## config.mk

```make
export PLATFORM = sky130hd
export DESIGN_NAME = bit_serial_adder_ctrl_flat
export DESIGN_NICKNAME = d
export VERILOG_FILES = /design/src/rtl/bit_serial_adder_ctrl_pkg.sv /design/src/rtl/bit_serial_adder_ctrl_if.sv /design/src/rtl/bit_serial_adder_ctrl_fa_cell.sv /design/src/rtl/bit_serial_adder_ctrl.sv /design/src/flat_wrapper.sv
export SDC_FILE = /design/constraint.sdc
export NUM_CORES = 1
export LEC_CHECK = 0
export ABC_AREA = 1
export CAP_MARGIN = 10
export CORE_MARGIN = 2
export CORE_UTILIZATION = 50
export DETAILED_ROUTE_END_ITERATION = 8
export PLACE_DENSITY = 0.79
export SLEW_MARGIN = 10
export SYNTH_ARGS = -nofsm -noshare
export SYNTH_HDL_FRONTEND = slang
export SYNTH_SLANG_ARGS = --single-unit
```

## constraint.sdc

```tcl
create_clock -name clk -period 1.7 [get_ports clk]
set_clock_uncertainty 0.2 [all_clocks]
set_input_delay 0.34 -clock clk [delete_from_list [all_inputs] [get_ports clk]]
set_output_delay 0.34 -clock clk [all_outputs]
set_load 0.02 [all_outputs]
```

## src/rtl/bit_serial_adder_ctrl_pkg.sv

```systemverilog
// Shared definitions for the bit-serial adder controller.
//   state_t   : controller state encoding (IDLE/RUN/DONE)
//   DEF_WIDTH : default operand/sum width
package serial_add_pkg;

    localparam int unsigned DEF_WIDTH = 8;

    typedef enum logic [1:0] {
        ST_IDLE = 2'd0,
        ST_RUN  = 2'd1,
        ST_DONE = 2'd2
    } state_t;

endpackage

```

## src/rtl/bit_serial_adder_ctrl_if.sv

```systemverilog
// Handshake/data bundle between operand producer, result consumer and the
// bit-serial adder controller.
//   in_valid/in_ready/a/b    : operand side
//   out_valid/out_ready/sum/cout : result side
//   busy                     : controller is in RUN
//   op_sub                   : subtract select (only with ADD_SUB_EN defined)
// Modports: master = producer/consumer side, slave = controller side.
interface bit_serial_adder_ctrl_if
    import serial_add_pkg::*;
#(
    parameter int unsigned WIDTH = DEF_WIDTH
);
    logic             in_valid;
    logic             in_ready;
    logic [WIDTH-1:0] a;
    logic [WIDTH-1:0] b;
    logic             out_valid;
    logic             out_ready;
    logic [WIDTH-1:0] sum;
    logic             cout;
    logic             busy;
`ifdef ADD_SUB_EN
    logic             op_sub;

    modport master (
        output in_valid, a, b, op_sub, out_ready,
        input  in_ready, out_valid, sum, cout, busy
    );
    modport slave (
        input  in_valid, a, b, op_sub, out_ready,
        output in_ready, out_valid, sum, cout, busy
    );
`else
    modport master (
        output in_valid, a, b, out_ready,
        input  in_ready, out_valid, sum, cout, busy
    );
    modport slave (
        input  in_valid, a, b, out_ready,
        output in_ready, out_valid, sum, cout, busy
    );
`endif
endinterface

```

## src/rtl/bit_serial_adder_ctrl_fa_cell.sv

```systemverilog
// One-bit full adder built from two half adders and an OR for the carry.
//   half_adder : x, y -> s (sum), c (carry)
//   fa_cell    : x, y, cin -> s (sum), co (carry out)
module half_adder (
    input  logic x,
    input  logic y,
    output logic s,
    output logic c
);
    assign s = x ^ y;
    assign c = x & y;
endmodule

module fa_cell (
    input  logic x,
    input  logic y,
    input  logic cin,
    output logic s,
    output logic co
);
    logic s1, c1, c2;

    half_adder u_ha0 (.x(x),  .y(y),   .s(s1), .c(c1));
    half_adder u_ha1 (.x(s1), .y(cin), .s(s),  .c(c2));

    assign co = c1 | c2;
endmodule

```

## src/rtl/bit_serial_adder_ctrl.sv

```systemverilog
// Bit-serial adder controller: feeds one full-adder cell one bit per clock,
// LSB first, over a WIDTH-bit operand pair (WIDTH 2..32).
// Ports:
//   clk : rising-edge clock
//   rst : asynchronous active-high reset
//   bus : bit_serial_adder_ctrl_if.slave (operand/result handshakes, busy)
// Optional macro ADD_SUB_EN: adds bus.op_sub; when set at acceptance the
// block computes a-b mod 2^WIDTH and cout=1 means no borrow.
module bit_serial_adder_ctrl
    import serial_add_pkg::*;
#(
    parameter int unsigned WIDTH = DEF_WIDTH
) (
    input  logic                   clk,
    input  logic                   rst,
    bit_serial_adder_ctrl_if.slave bus
);
    localparam int unsigned      CNT_W = $clog2(WIDTH) + 1;
    localparam logic [CNT_W-1:0] LAST  = CNT_W'(WIDTH - 1);

    state_t           state;
    logic [WIDTH-1:0] a_sr, b_sr, sum_sr;
    logic             carry;
    logic [CNT_W-1:0] cnt;

    logic             in_ready_q, out_valid_q, busy_q, cout_q;
    logic [WIDTH-1:0] sum_q;

    logic             fa_s, fa_co;
    logic [WIDTH-1:0] sum_nxt;
    logic             sub_sel;

`ifdef ADD_SUB_EN
    assign sub_sel = bus.op_sub;
`else
    assign sub_sel = 1'b0;
`endif

    fa_cell u_fa (
        .x  (a_sr[0]),
        .y  (b_sr[0]),
        .cin(carry),
        .s  (fa_s),
        .co (fa_co)
    );

    // Cell sum bit enters at the MSB; after WIDTH shifts bit 0 holds the LSB.
    assign sum_nxt = {fa_s, sum_sr[WIDTH-1:1]};

    always_ff @(posedge clk or posedge rst) begin
        if (rst) begin
            state       <= ST_IDLE;
            a_sr        <= '0;
            b_sr        <= '0;
            sum_sr      <= '0;
            carry       <= 1'b0;
            cnt         <= '0;
            in_ready_q  <= 1'b1;
            out_valid_q <= 1'b0;
            busy_q      <= 1'b0;
            sum_q       <= '0;
            cout_q      <= 1'b0;
        end else begin
            case (state)
                ST_IDLE: begin
                    if (bus.in_valid) begin
                        // Subtract = a + ~b + 1: invert b and seed the carry.
                        a_sr       <= bus.a;
                        b_sr       <= bus.b ^ {WIDTH{sub_sel}};
                        carry      <= sub_sel;
                        sum_sr     <= '0;
                        cnt        <= '0;
                        in_ready_q <= 1'b0;
                        busy_q     <= 1'b1;
                        state      <= ST_RUN;
                    end
                end
                ST_RUN: begin
                    a_sr   <= a_sr >> 1;
                    b_sr   <= b_sr >> 1;
                    sum_sr <= sum_nxt;
                    carry  <= fa_co;
                    if (cnt == LAST) begin
                        // Counter stays at WIDTH-1 rather than wrapping.
                        busy_q      <= 1'b0;
                        out_valid_q <= 1'b1;
                        sum_q       <= sum_nxt;
                        cout_q      <= fa_co;
                        state       <= ST_DONE;
                    end else begin
                        cnt <= cnt + CNT_W'(1);
                    end
                end
                ST_DONE: begin
                    if (bus.out_ready) begin
                        out_valid_q <= 1'b0;
                        in_ready_q  <= 1'b1;
                        state       <= ST_IDLE;
                    end
                end
                default: begin
                    out_valid_q <= 1'b0;
                    busy_q      <= 1'b0;
                    in_ready_q  <= 1'b1;
                    state       <= ST_IDLE;
                end
            endcase
        end
    end

    assign bus.in_ready  = in_ready_q;
    assign bus.out_valid = out_valid_q;
    assign bus.busy      = busy_q;
    assign bus.sum       = sum_q;
    assign bus.cout      = cout_q;

endmodule

```

## src/flat_wrapper.sv

```systemverilog
// flat-port wrapper written by rule: the top's interface ports become plain ports
module bit_serial_adder_ctrl_flat import serial_add_pkg::*;
#(
    parameter int unsigned WIDTH = DEF_WIDTH
)
  (clk, rst, bus_in_valid, bus_a, bus_b, bus_out_ready, bus_in_ready, bus_out_valid, bus_sum, bus_cout, bus_busy);
  bit_serial_adder_ctrl_if #(.WIDTH(WIDTH)) bus_i ();
  input  logic clk;
  input  logic rst;
  input wire logic [$bits(bus_i.in_valid)-1:0] bus_in_valid;
  input wire logic [$bits(bus_i.a)-1:0] bus_a;
  input wire logic [$bits(bus_i.b)-1:0] bus_b;
  input wire logic [$bits(bus_i.out_ready)-1:0] bus_out_ready;
  output wire logic [$bits(bus_i.in_ready)-1:0] bus_in_ready;
  output wire logic [$bits(bus_i.out_valid)-1:0] bus_out_valid;
  output wire logic [$bits(bus_i.sum)-1:0] bus_sum;
  output wire logic [$bits(bus_i.cout)-1:0] bus_cout;
  output wire logic [$bits(bus_i.busy)-1:0] bus_busy;
  assign bus_i.in_valid = bus_in_valid;
  assign bus_i.a = bus_a;
  assign bus_i.b = bus_b;
  assign bus_i.out_ready = bus_out_ready;
  assign bus_in_ready = bus_i.in_ready;
  assign bus_out_valid = bus_i.out_valid;
  assign bus_sum = bus_i.sum;
  assign bus_cout = bus_i.cout;
  assign bus_busy = bus_i.busy;
  bit_serial_adder_ctrl #(.WIDTH(WIDTH)) u_core (.clk(clk), .rst(rst), .bus(bus_i));
endmodule
```

[Word level (Yosys, flattened, before mapping)]
Index checks and enable logic that the tools add are counted.
Word-level totals
  register bits: 43
  output and inout port bits: 12
  word-level logic and storage cells: 59
Operators by class
  add/subtract/negate cells: 1
  eq/ne operators: 7
  mux-type cells: 23
  bitwise logic cells: 8
  reductions and logical operators: 9
Operators by type and width (count)
  $pmux W8 S2: 3
  $mux W8: 3
  $reduce_and A3 Y1: 5
  $pmux W1 S3: 3
  $mux W4: 2
  $pmux W4 S2: 1
  $mux W1: 6
  $mux W2: 3
  $ne A2 B2 Y1 const B: 3
  $pmux W2 S3: 1
  $add A4 B1 Y4 const B: 1
  $eq A4 B3 Y1 const B: 1
  $reduce_and A2 Y1: 2
  $not A1 Y1: 3
  $and A1 B1 Y1: 2
  $eq A2 B1 Y1 const B: 1
  $eq A2 B2 Y1 const B: 1
  $logic_not A2 Y1: 1
  $ne A2 B1 Y1 const B: 1
  $pmux W1 S2: 1
  $reduce_bool A2 Y1: 1
  $xor A1 B1 Y1: 2
  $or A1 B1 Y1: 1

[Depth between registers and ports, before layout]
Gate-level depths: netlist of run 1.
  depth after elaboration: 4
  mapped depth: 7

[By module]
A second synthesis of run 1 with hierarchy kept.
Second synthesis, totals
  cells, all modules: 227
  area total of the unflattened synthesis: 1883.1 µm²
By module, submodules not included
  bit_serial_adder_ctrl: times used 1, cells each 222, area an instance 1846.8 µm², seq. area each 1052.3 µm²
  half_adder: times used 2, cells each 1, area an instance 12.5 µm², seq. area each 0.0 µm²
  fa_cell: times used 1, cells each 3, area an instance 11.3 µm², seq. area each 0.0 µm²

[Worst setup path before layout of run 1]
No wires, ideal clock.
  kind: register to register
  from: register u_core.cnt[0]
  to: register u_core.sum_q[0] (netlist: u_core.bus.sum[0])
  data arrival time: 1.169 ns
  path slack: 0.214 ns
  cell stages (with the launch flop): 8
  clock period less this slack: 1.486 ns
  cell sequence: dfrtp_1 > ha_1 > nand2_1 > nor2_2 > nand2_4 > buf_6 > nand2_1 > nand2_1
Between the ends
  cells in the longest elaborated chain, start to end: 2
Ends and longest elaborated chain
  from (decl): line bit_serial_adder_ctrl.sv:24  | logic [CNT_W-1:0] cnt;
  from (signal assigned): line bit_serial_adder_ctrl.sv:91  | cnt <= cnt + CNT_W'(1);
  $eq A4 B3 Y1: line bit_serial_adder_ctrl.sv:83  | if (cnt == LAST) begin
  $reduce_and A2 Y1 (no source line)
  to (signal assigned): line bit_serial_adder_ctrl.sv:87  | sum_q <= sum_nxt;
  to (decl): line bit_serial_adder_ctrl.sv:27  | logic [WIDTH-1:0] sum_q;
Every way passes these cells.
A chain may end at the register's enable or synchronous reset.

[Worst setup path in the final report of run 1]
  from: register u_core.in_ready_q (netlist: u_core.bus.in_ready)
  to: output bus_in_ready
RTL lines
  from (decl): line bit_serial_adder_ctrl.sv:26  | logic in_ready_q, out_valid_q, busy_q, cout_q;
  from (signal assigned): line bit_serial_adder_ctrl.sv:58  | in_ready_q <= 1'b1;
  from (signal assigned): line bit_serial_adder_ctrl.sv:73  | in_ready_q <= 1'b0;
  from (signal assigned): line bit_serial_adder_ctrl.sv:97  | in_ready_q <= 1'b1;
  to (decl): line flat_wrapper.sv:14  | output wire logic [$bits(bus_i.in_ready)-1:0] bus_in_ready;
No word-level cell between the ends.

==> out/summary.txt, run 1 <==
average cell area after synthesis - 9.40 sq um
startpoint type of the worst setup path - register
number of nets at the end of the flow - 266
total of buffers placed on input and output ports - 31
number of max-cap violations - 0
switching part of the total power - 0.411
violation count after the first detailed-route iteration - 89
Synth Cell Area - 1940 sq um
result of the run - finished, final reports clean
Yosys Warn Count - 0
All-Layer GR Usage - 0.185
total number of vias - 1438
share of async-settable or async-resettable flops after synthesis - 1.00
gp weighted congestion - 0.785
area enclosed by the die boundary - 4390 sq um
filler cell count in the final layout - 318
number of routed nets with antenna violations - 0
sinks on the clock net - 42
type of the worst setup path - register to primary output
Worst IR Drop VDD - 814 uV
number of global-route vias before repair - 1369
area of the multi-input gates - 722 sq um
first-pass GRT wire length - 5.98 mm
cell class contributing the biggest share of worst-path delay - flip-flops
Initial Util - 0.525
period utilisation layout - 0.973
Top-Level Pins - 32
Bufs and invs on worst path - 1
maximum number of pins on one net before global-route repair - 43
maximum clock insertion buffer count - 2
Remaining Overflow, GRT - 0
Avg Vias per Cell - 4.91
tightest slew margin relative to the limit - 0.815
Post-route DRC - 0
Skew-Pair Late Insertion Delay - 0.30 ns
area share of the leading cell type in the synthesized netlist - 0.530
maximum clock rate - 604 MHz
proportion of power drawn by the clock network - 0.166
CTS tree - yes
clock buffers created by TritonCTS - 5
leakage power total - 1.18 nW
CP Capture Type - primary output
clock-pin slew on the worst setup and hold paths - 0.08 ns
pwr dens - 1920 nW/um^2
Clock H-tree levels - 2
sequential-to-total area share from yosys stat - 0.543
min-delay worst type - input port to async pin
1st-pass router iterations - 4
placed cells - 285
layout cell share with drive strength beyond 1 - 0.180
cell with the most instances after synthesis - sky130_fd_sc_hd__nand2_1
post-route worst hold slack - 0.202 ns
hold violation total from the final report - 0
final total power - 4.66 mW
actual transition at the worst max-transition pin - 0.277 ns
commonest cells in the synthesized netlist - 53 x sky130_fd_sc_hd__nand2_1, 41 x sky130_fd_sc_hd__dfrtp_1, 26 x sky130_fd_sc_hd__inv_1
Tmin final - 1.65 ns
average detailed-routed wire length per instance - 11.1 um
total of flip-flops plus latches after synthesis - 42
floorplan die width - 66.2 um
site row count - 22
combinational share of power - 0.472
number of nets in the synthesized netlist - 228
slowest stage cell on the critical path - sky130_fd_sc_hd__dfstp_2
number of antenna violations at the first check in global routing - 0
net switching power - 1.92 mW
Worst Path Required - 1.16 ns
Setup Fix Bufs, Post-CTS - 0
arrival time worst endpoint - 1.11 ns
unrepaired setup endpoints after global routing - false
count of placed standard cells in the final layout, fillers left out - 293
Diodes inserted - 0
layout overhead on the synthesized area - 25.1%
Final setup viols - 0
largest cells by area after synthesis - sky130_fd_sc_hd__dfrtp_1 53%, sky130_fd_sc_hd__nand2_1 10%, sky130_fd_sc_hd__o21ai_2 8.1%
Max Slew Vio Count - 0
die boundary height - 66.2 um
cell-internal power - 2.74 mW
cell-by-cell trace of the critical path - clkdlybuf4s15_1
Root Buffer Master - sky130_fd_sc_hd__clkbuf_8
share of power burned in registers - 0.362
Crit Path Max Fanout - 2
library cell with the largest summed area after synthesis - sky130_fd_sc_hd__dfrtp_1
number of synthesized flops with an enable pin - 0
most common flop cell mapped by yosys - sky130_fd_sc_hd__dfrtp_1
area taken by flip-flops and latches - 1050 sq um
crit-path max cell delay - 0.53 ns
area inside the core boundary - 3690 sq um
routed wire length - 3.26 mm
number of distinct library cell variants in the gate-level netlist after synthesis - 25
gate count of the mapped netlist - 206
dpl hpwl - 2.41 mm
[per-stage QoR]
step,TNS [ns],worst slack [ns],area (sq um),utilization
after floorplan,0,0.187,1940,-
after detailed placement,-0.0918,-0.0246,2320,0.630
after global routing,0,0.00954,2420,0.657
after global placement,0,0.0286,2320,0.630
final,0,0.0453,2420,0.657
after CTS,0,0.00103,2420,0.655
[worst register-to-register path: cells and delay by family, from the launching register on]
kind / cells / cell delay [ns]
AND/OR/NAND/NOR: 4 / 0.54
adder cells (fa/ha/maj): 1 / 0.22
AO/OA/AOI/OAI: 1 / 0.05
flip-flops: 1 / 0.41
[cell families after synthesis]
group | after synthesis | synth area share
and+or+nand+nor | 74 | 0.173
AOI/OAI and AO/OA | 52 | 0.176
DFF | 42 | 0.543
buffers and inverters | 35 | 0.0866
adders and majority gates | 2 | 0.0168
xor gates and xnor gates | 1 | 0.00452
[registers in the layout, indices dropped and copies added (netlist names)]
name / cells
u_core.bus.cout: 1
u_core.sum_sr: 7
u_core.b_sr: 8
u_core.state: 2
u_core.a_sr: 8
u_core.bus.out_valid: 1
u_core.bus.in_ready: 1
u_core.bus.busy: 1
u_core.carry: 1
u_core.cnt: 4
u_core.bus.sum: 8
[power by group through the flow]
stage               Combinational [mW]  Sequential, mW  Clock (mW)
CTS                               2.22            1.69       0.795
global placement                  2.24            1.69           0
floorplan                         1.54            1.83           0
finish                            2.20            1.69       0.772
global route                      2.51            1.74       0.848
detailed placement                2.30            1.71           0
[final cells by class]
type / count / share of cell area
clock buffers: 5 / 0.0284
inverters: 28 / 0.0434
clock inverters: 3 / 0.0165
repair buffers: 38 / 0.154
multi-input cells: 129 / 0.298
well taps: 48 / 0.0248
flip-flops and latches: 42 / 0.434
[path summary, 6_finish.rpt]
path | slack [ns] | startpoint | endpoint | depth (start not counted)
max | 0.05 | u_core.bus.in_ready | bus_in_ready | 1
min | 0.20 | rst | u_core.b_sr[4] | 3
max reg2reg | 0.16 | u_core.cnt[0] | u_core.bus.sum[1] | 6
min reg2reg | 0.27 | u_core.bus.busy | u_core.bus.busy | 2
max in group asynchronous | 0.84 | rst | u_core.bus.in_ready | 3
min in group clk | 0.27 | u_core.bus.busy | u_core.bus.busy | 2
[placed cells by master (no fill, tap or decap), types with 3 or more instances in the layout]
master | Yosys | final
sky130_fd_sc_hd__o22ai_1 | 6 | 6
sky130_fd_sc_hd__clkbuf_8 | 0 | 5
sky130_fd_sc_hd__dlygate4sd2_1 | 0 | 11
sky130_fd_sc_hd__a21oi_1 | 4 | 4
sky130_fd_sc_hd__o21ai_1 | 5 | 5
sky130_fd_sc_hd__nand2_4 | 3 | 3
sky130_fd_sc_hd__o21ai_2 | 18 | 18
sky130_fd_sc_hd__nand3_1 | 9 | 9
sky130_fd_sc_hd__inv_1 | 26 | 26
sky130_fd_sc_hd__dfrtp_1 | 41 | 41
sky130_fd_sc_hd__o21ai_0 | 17 | 17
sky130_fd_sc_hd__clkdlybuf4s50_1 | 0 | 19
sky130_fd_sc_hd__nand2_1 | 53 | 53
sky130_fd_sc_hd__buf_4 | 1 | 5
[timing repair]
item / in CTS / in global routing
pin swaps: 0 / 0
gates cloned: 0 / 0
gates resized for setup: 12 / 2
endpoints found under the setup margin: 12 / 10
hold buffers: 0 / 0
[metal layers]
metal	global-route usage	up-vias	share of wire	routed length, um
li1	-	739	-	-
met1	0.234	663	0.47	1520
met2	0.291	29	0.47	1520
met3	0.0562	7	0.046	151
met4	0.0842	0	0.021	70
met5	0	-	0	0
Power figures use the tool's default switching activity.
==> run 2: changes to the inputs <==
- CORE_MARGIN: 2 -> 4
- SLEW_MARGIN: 10 -> 25
==> run 2 against run 1 <==
  * Via count grew 0.83%
  * Hold slack lost 0.0054 ns
  * Power increased by 0.39%
  * Sequential power barely moved
  * Setup slack gained 0.0015 ns
  * First-iteration DRC count fell by 26%
  * Critical path depth stayed put
  * Sequential cell count stayed put
  * Wire length up 5.5%
  * Cell area is 0.31% higher
  * Global-route usage decreased by 3.4 points
  * Count of clock-buffer cells in the layout is 2 higher
  * Critical endpoint unchanged
  * Largest cell class unchanged
  * Largest power group unchanged
==> out/summary.txt, run 2 (same netlist as run 1, synthesis figures left out) <==
post-cts repair resize count - 12 (unchanged)
Setup Fix Bufs, Post-CTS - 0 (unchanged)
sum of negative setup slack - 0 ns (unchanged)
top library cells by usage in the layout, fill and taps aside - 53 x sky130_fd_sc_hd__nand2_1, 41 x sky130_fd_sc_hd__dfrtp_1, 26 x sky130_fd_sc_hd__inv_1
layout overhead on the synthesized area - 25.5%
arrival time worst endpoint - 1.11 ns (about the same)
total of buffers placed on input and output ports - 31 (unchanged)
utilization of the core after routing - 0.654 (-0.00284)
crit-path max cell delay - 0.53 ns (about the same)
Root Buffer Master - sky130_fd_sc_hd__clkbuf_8
top sig layer - met4
number of routed nets with antenna violations - 0 (unchanged)
share of power burned in registers - 0.361 (about the same)
maximum clock insertion buffer count - 2 (unchanged)
net switching power - 1.91 mW (-0.55%)
maximum number of pins on one net before global-route repair - 43 (unchanged)
All-Layer GR Usage - 0.151 (-0.0344)
Skew-Pair Late Insertion Delay - 0.29 ns (about the same)
number of global-route vias before repair - 1392 (+1.7%)
die boundary height - 70.2 um (+6.0%)
number of nets at the end of the flow - 268 (+0.75%)
Diodes inserted - 0 (unchanged)
Worst IR Drop VDD - 890 uV (+9.4%)
actual transition at the worst max-transition pin - 0.267 ns (-0.0103 ns)
CP Capture Type - primary output
Post-route DRC - 0 (unchanged)
gp weighted congestion - 0.756 (-3.6%)
leakage power total - 1.18 nW (+0.34%)
area enclosed by the die boundary - 4930 sq um (+12%)
Avg Vias per Cell - 4.92 (+0.15%)
first-pass GRT wire length - 5.95 mm (-0.47%)
startpoint type of the worst setup path - register
switching part of the total power - 0.407 (-0.00383)
type of the worst setup path - register to primary output
count of placed standard cells in the final layout, fillers left out - 295 (+0.68%)
area inside the core boundary - 3720 sq um (+0.75%)
placed cells - 287 (+0.70%)
layout cell share with drive strength beyond 1 - 0.178 (-0.00145)
average detailed-routed wire length per instance - 11.7 um (+4.7%)
Remaining Overflow, GRT - 0 (unchanged)
slowest stage cell on the critical path - sky130_fd_sc_hd__dfstp_2
min-delay worst type - input port to async pin
most common library cell in the layout ignoring fill and taps - sky130_fd_sc_hd__nand2_1
Clock H-tree levels - 2 (unchanged)
maximum clock rate - 605 MHz (about the same)
clock buffers created by TritonCTS - 5 (unchanged)
total met2 wirelength after detailed routing - 1.68 mm (+11%)
cts-stage hold buffer count - 0 (unchanged)
CTS tree - yes
clock-pin slew on the worst setup and hold paths - 0.07 ns (about the same)
Tmin final - 1.65 ns (-0.00153 ns)
routed metal-1 wire length - 1.55 mm (+2.1%)
number of antenna violations at the first check in global routing - 0 (unchanged)
floorplan die width - 70.2 um (+6.0%)
total number of vias - 1450 (+0.83%)
result of the run - finished, final reports clean
Bufs and invs on worst path - 1 (unchanged)
cell-by-cell trace of the critical path - clkdlybuf4s15_1
cell class contributing the biggest share of worst-path delay - flip-flops
1st-pass router iterations - 4 (unchanged)
Initial Util - 0.521 (-0.00389)
filler cell count in the final layout - 319 (+0.31%)
unrepaired setup endpoints after global routing - false
number of max-cap violations - 0 (unchanged)
Final setup viols - 0 (unchanged)
cell-internal power - 2.77 mW (+1.0%)
pwr dens - 1920 nW/um^2 (about the same)
Crit Path Max Fanout - 2 (unchanged)
Top-Level Pins - 32 (unchanged)
dpl hpwl - 2.52 mm (+4.3%)
combinational share of power - 0.475 (+0.003)
met3 routed WL - 159 um (+5.3%)
hold violation total from the final report - 0 (unchanged)
routed wire length - 3.44 mm (+5.5%)
violation count after the first detailed-route iteration - 66 (-26%)
proportion of power drawn by the clock network - 0.164 (-0.002)
Worst Path Required - 1.16 ns (about the same)
site row count - 22 (unchanged)
period utilisation layout - 0.972 (about the same)
Max Slew Vio Count - 0 (unchanged)
tightest slew margin relative to the limit - 0.822 (+0.00688)
sinks on the clock net - 42 (unchanged)
-- run 2: cell types whose count changed in the layout (fill, tap and decap cells not counted), sizes merged --
cell / before / now
clkbuf: 5 / 7
buf: 7 / 9
clkinv: 2 / 0
-- run 2: layout make-up --
class	instances	area (sq um)	share of cell area
inverters	28	105	0.0433
flip-flops and latches	42	1050	0.433
multi-input cells	129	717	0.295
repair buffers	40	389	0.160
clock inverters	1	30.0	0.0124
well taps	48	60.1	0.0247
clock buffers	7	76.3	0.0314
-- run 2: metrics by stage --
stage               total power [mW]  cell area [sq um]  hold slack, ns  setup slack [ns]
floorplan                       3.36               1940           0.254             0.187
global placement                3.97               2340           0.254            0.0483
detailed placement              4.04               2340           0.266           -0.0189
CTS                             4.73               2430           0.213           0.00652
global route                    5.05               2430           0.236            0.0184
finish                          4.68               2430           0.197            0.0468
-- run 2: final timing paths --
path	start	end	slack (ns)	depth (start not counted)
setup / recovery	u_core.bus.in_ready	bus_in_ready	0.05	1
hold / removal	rst	u_core.a_sr[6]	0.20	3
setup reg to reg	u_core.cnt[0]	u_core.cnt[0]	0.16	7
hold reg to reg	u_core.bus.busy	u_core.bus.busy	0.28	2
max in group asynchronous	rst	u_core.bus.in_ready	0.85	3
min in group clk	u_core.bus.busy	u_core.bus.busy	0.28	2
-- run 2: layer usage --
layer	global-route usage	vias up
met5	0	-
met4	0.0766	0
met3	0.0331	4
met2	0.257	31
met1	0.176	673
li1	-	742
-- run 2: power groups by stage --
stage / registers [mW] / clock network [mW] / logic, mW
after floorplan: 1.83 / 0 / 1.54
after global placement: 1.69 / 0 / 2.28
after detailed placement: 1.72 / 0 / 2.33
after CTS: 1.69 / 0.783 / 2.26
after global routing: 1.74 / 0.818 / 2.49
final: 1.69 / 0.767 / 2.22
==> run 3: changes to the inputs <==
- ABC_AREA: 1 -> unset
- CORE_UTILIZATION: 50 -> 45
- PLACE_DENSITY: 0.79 -> 0.73
==> run 3 against run 2 <==
  * Global-route usage increased by 1.3 points
  * Synthesized cell count is 24% lower
  * Area after synthesis fell by 4.1%
  * Sequential cell count unchanged
  * Final cell count decreased by 15%
  * Die area rose by 5.8%
  * Critical path depth grew 3
  * Non-clock buffer count grew 6
  * Critical path type is now register to register
==> out/summary.txt, run 3 <==
result of the run - finished, final reports clean
number of global-route vias before repair - 1446 (+3.9%)
leakage power total - 1.17 nW (-0.76%)
Root Buffer Master - sky130_fd_sc_hd__clkbuf_8
total number of vias - 1337 (-7.8%)
share of async-settable or async-resettable flops after synthesis - 1.00 (unchanged)
average cell area after synthesis - 11.9 sq um (+27%)
tightest slew margin relative to the limit - 0.813 (-0.00935)
pwr dens - 1790 nW/um^2 (-6.8%)
number of antenna violations at the first check in global routing - 0 (unchanged)
Initial Util - 0.464 (-0.0570)
All-Layer GR Usage - 0.164 (+0.0134)
maximum number of pins on one net before global-route repair - 28 (-35%)
placed cells - 241 (-16%)
Tmin final - 1.66 ns (+0.00233 ns)
startpoint type of the worst setup path - register
unrepaired setup endpoints after global routing - false
number of distinct library cell variants in the gate-level netlist after synthesis - 32 (+28%)
number of nets in the synthesized netlist - 178 (-22%)
clock buffers created by TritonCTS - 5 (unchanged)
filler cell count in the final layout - 337 (+5.6%)
Max Slew Vio Count - 0 (unchanged)
clock-pin slew on the worst setup and hold paths - 0.08 ns (about the same)
most common flop cell mapped by yosys - sky130_fd_sc_hd__dfrtp_1
actual transition at the worst max-transition pin - 0.281 ns (+0.0140 ns)
violation count after the first detailed-route iteration - 80 (+21%)
largest cells by area after synthesis - sky130_fd_sc_hd__dfrtp_1 55%, sky130_fd_sc_hd__mux2i_1 7.5%, sky130_fd_sc_hd__mux2_4 6.5%
Synth Cell Area - 1860 sq um (-4.1%)
hold violation total from the final report - 0 (unchanged)
area enclosed by the die boundary - 5220 sq um (+5.8%)
layout overhead on the synthesized area - 28.9%
top library cells by usage in the layout, fill and taps aside - 41 x sky130_fd_sc_hd__dfrtp_1, 19 x sky130_fd_sc_hd__clkdlybuf4s50_1, 18 x sky130_fd_sc_hd__nand2_1
Post-route DRC - 0 (unchanged)
floorplan die width - 72.2 um (+2.8%)
routed wire length - 3.91 mm (+14%)
Final setup viols - 0 (unchanged)
sum of negative setup slack - 0 ns (unchanged)
number of max-cap violations - 0 (unchanged)
number of routed nets with antenna violations - 0 (unchanged)
type of the worst setup path - register to register
Yosys Warn Count - 0 (unchanged)
Remaining Overflow, GRT - 0 (unchanged)
Avg Vias per Cell - 5.33 (+8.4%)
gp weighted congestion - 0.768 (+1.5%)
min-delay worst type - input port to async pin
maximum clock rate - 604 MHz (-0.14%)
die boundary height - 72.2 um (+2.8%)
utilization of the core after routing - 0.598 (-0.0555)
Crit Path Max Fanout - 5 (+3)
site row count - 23 (+4.5%)
period utilisation layout - 0.974 (+0.00137)
post-route worst hold slack - 0.0722 ns (-0.125 ns)
count of placed standard cells in the final layout, fillers left out - 251 (-15%)
CTS tree - yes
sinks on the clock net - 42 (unchanged)
gate count of the mapped netlist - 156 (-24%)
number of synthesized flops with an enable pin - 0 (unchanged)
Top-Level Pins - 32 (unchanged)
slack of the worst reg-to-reg path - 0.04 ns (-0.12 ns)
source of the critical timing path - u_core.cnt[0]
library cell with the largest summed area after synthesis - sky130_fd_sc_hd__dfrtp_1
cts-stage hold buffer count - 0 (unchanged)
total of flip-flops plus latches after synthesis - 42 (unchanged)
Clock H-tree levels - 2 (unchanged)
cell with the most instances after synthesis - sky130_fd_sc_hd__dfrtp_1
commonest cells in the synthesized netlist - 41 x sky130_fd_sc_hd__dfrtp_1, 18 x sky130_fd_sc_hd__nand2_1, 16 x sky130_fd_sc_hd__o21ai_0
Worst Path Required - 1.68 ns (+0.52 ns)
Diodes inserted - 0 (unchanged)
most common library cell in the layout ignoring fill and taps - sky130_fd_sc_hd__dfrtp_1
Worst IR Drop VDD - 698 uV (-22%)
Skew-Pair Late Insertion Delay - 0.29 ns (about the same)
average detailed-routed wire length per instance - 15.6 um (+34%)
total of buffers placed on input and output ports - 31 (unchanged)
layout cell share with drive strength beyond 1 - 0.194 (+0.0159)
area share of the leading cell type in the synthesized netlist - 0.553 (+0.0228)
area inside the core boundary - 4000 sq um (+7.6%)
dpl hpwl - 2.73 mm (+8.6%)
number of nets at the end of the flow - 222 (-17%)
CP Capture Type - register
maximum clock insertion buffer count - 2 (unchanged)
arrival time worst endpoint - 1.64 ns (+0.53 ns)
first-pass GRT wire length - 6.56 mm (+10%)
1st-pass router iterations - 4 (unchanged)
launching point of the worst reg2reg path - u_core.cnt[0]
final total power - 4.29 mW (-8.2%)
sequential-to-total area share from yosys stat - 0.567 (+0.0234)
[run 3: changes by cell type after synthesis, moves of 3 or more]
| cell | before | now |
|---|---|---|
| sky130_fd_sc_hd__nand2_1 | 53 | 18 |
| sky130_fd_sc_hd__inv_1 | 26 | 3 |
| sky130_fd_sc_hd__o21ai_2 | 18 | 0 |
| sky130_fd_sc_hd__mux2i_1 | 0 | 14 |
| sky130_fd_sc_hd__a22o_1 | 0 | 8 |
| sky130_fd_sc_hd__mux2_4 | 0 | 8 |
| sky130_fd_sc_hd__clkbuf_1 | 0 | 5 |
| sky130_fd_sc_hd__o21ai_1 | 5 | 0 |
| sky130_fd_sc_hd__o22ai_1 | 6 | 1 |
| sky130_fd_sc_hd__nand2_4 | 3 | 0 |
[run 3: per-stage QoR]
step / worst slack [ns] / instance area [sq um]
2_1_floorplan: 0.00655 / 1860
3_3_place_gp: -0.00540 / 2300
3_5_place_dp: -0.0580 / 2300
4_1_cts: 0.00318 / 2380
5_1_grt: 0.0111 / 2390
6_report: 0.0445 / 2390
[run 3: timing repair]
action | CTS | global route
gates cloned | 0 | 1
resized for setup | 13 | 2
hold endpoints to repair | 0 | 0
endpoints found under the setup margin | 12 | 6
buffers inserted | 0 | 1
[run 3: layout make-up]
type | count | area, sq um | area share
flip-flops and latches | 42 | 1050 | 0.440
repair buffers | 46 | 429 | 0.179
multi-input cells | 102 | 747 | 0.312
well taps | 50 | 62.6 | 0.0261
clock inverters | 1 | 5.00 | 0.00209
inverters | 3 | 11.3 | 0.00470
clock buffers | 7 | 86.3 | 0.0361
[run 3: cell families after synthesis]
logic type / synth area share
and+or+nand+nor: 0.114
DFF: 0.567
AOI/OAI and AO/OA: 0.115
muxes: 0.146
buffers and inverters: 0.0411
adders and majority gates: 0.0175
[run 3: where the power goes]
| group | total, mW | internal, mW | switching [mW] |
|---|---|---|---|
| Clock | 0.658 | 0.328 | 0.330 |
| Combinational | 1.89 | 0.965 | 0.928 |
| Sequential | 1.74 | 1.45 | 0.287 |
| Total | 4.29 | 2.75 | 1.55 |
[run 3: final timing paths]
| check | endpoint | depth (start not counted) |
|---|---|---|
| min reg2reg | u_core.b_sr[2] | 2 |
| max in group asynchronous | u_core.a_sr[2] | 3 |
| max reg2reg | u_core.bus.cout | 4 |
| min in group clk | u_core.b_sr[2] | 2 |
| min | u_core.bus.busy | 2 |
| max | u_core.bus.cout | 4 |
[run 3: layer usage]
metal / vias up / GRT usage / part of all wire
met5: - / 0 / 0
met4: 0 / 0.0793 / 0.025
met3: 8 / 0.0512 / 0.055
met2: 46 / 0.262 / 0.49
met1: 650 / 0.201 / 0.43
li1: 633 / - / -
[run 3: worst max-delay path, cell delays in order (launching register included)]
cell,delay [ns]
sky130_fd_sc_hd__dfrtp_1,0.40
sky130_fd_sc_hd__ha_2,0.18
sky130_fd_sc_hd__and3b_4,0.20
sky130_fd_sc_hd__and2_2,0.26
sky130_fd_sc_hd__mux2_4,0.31
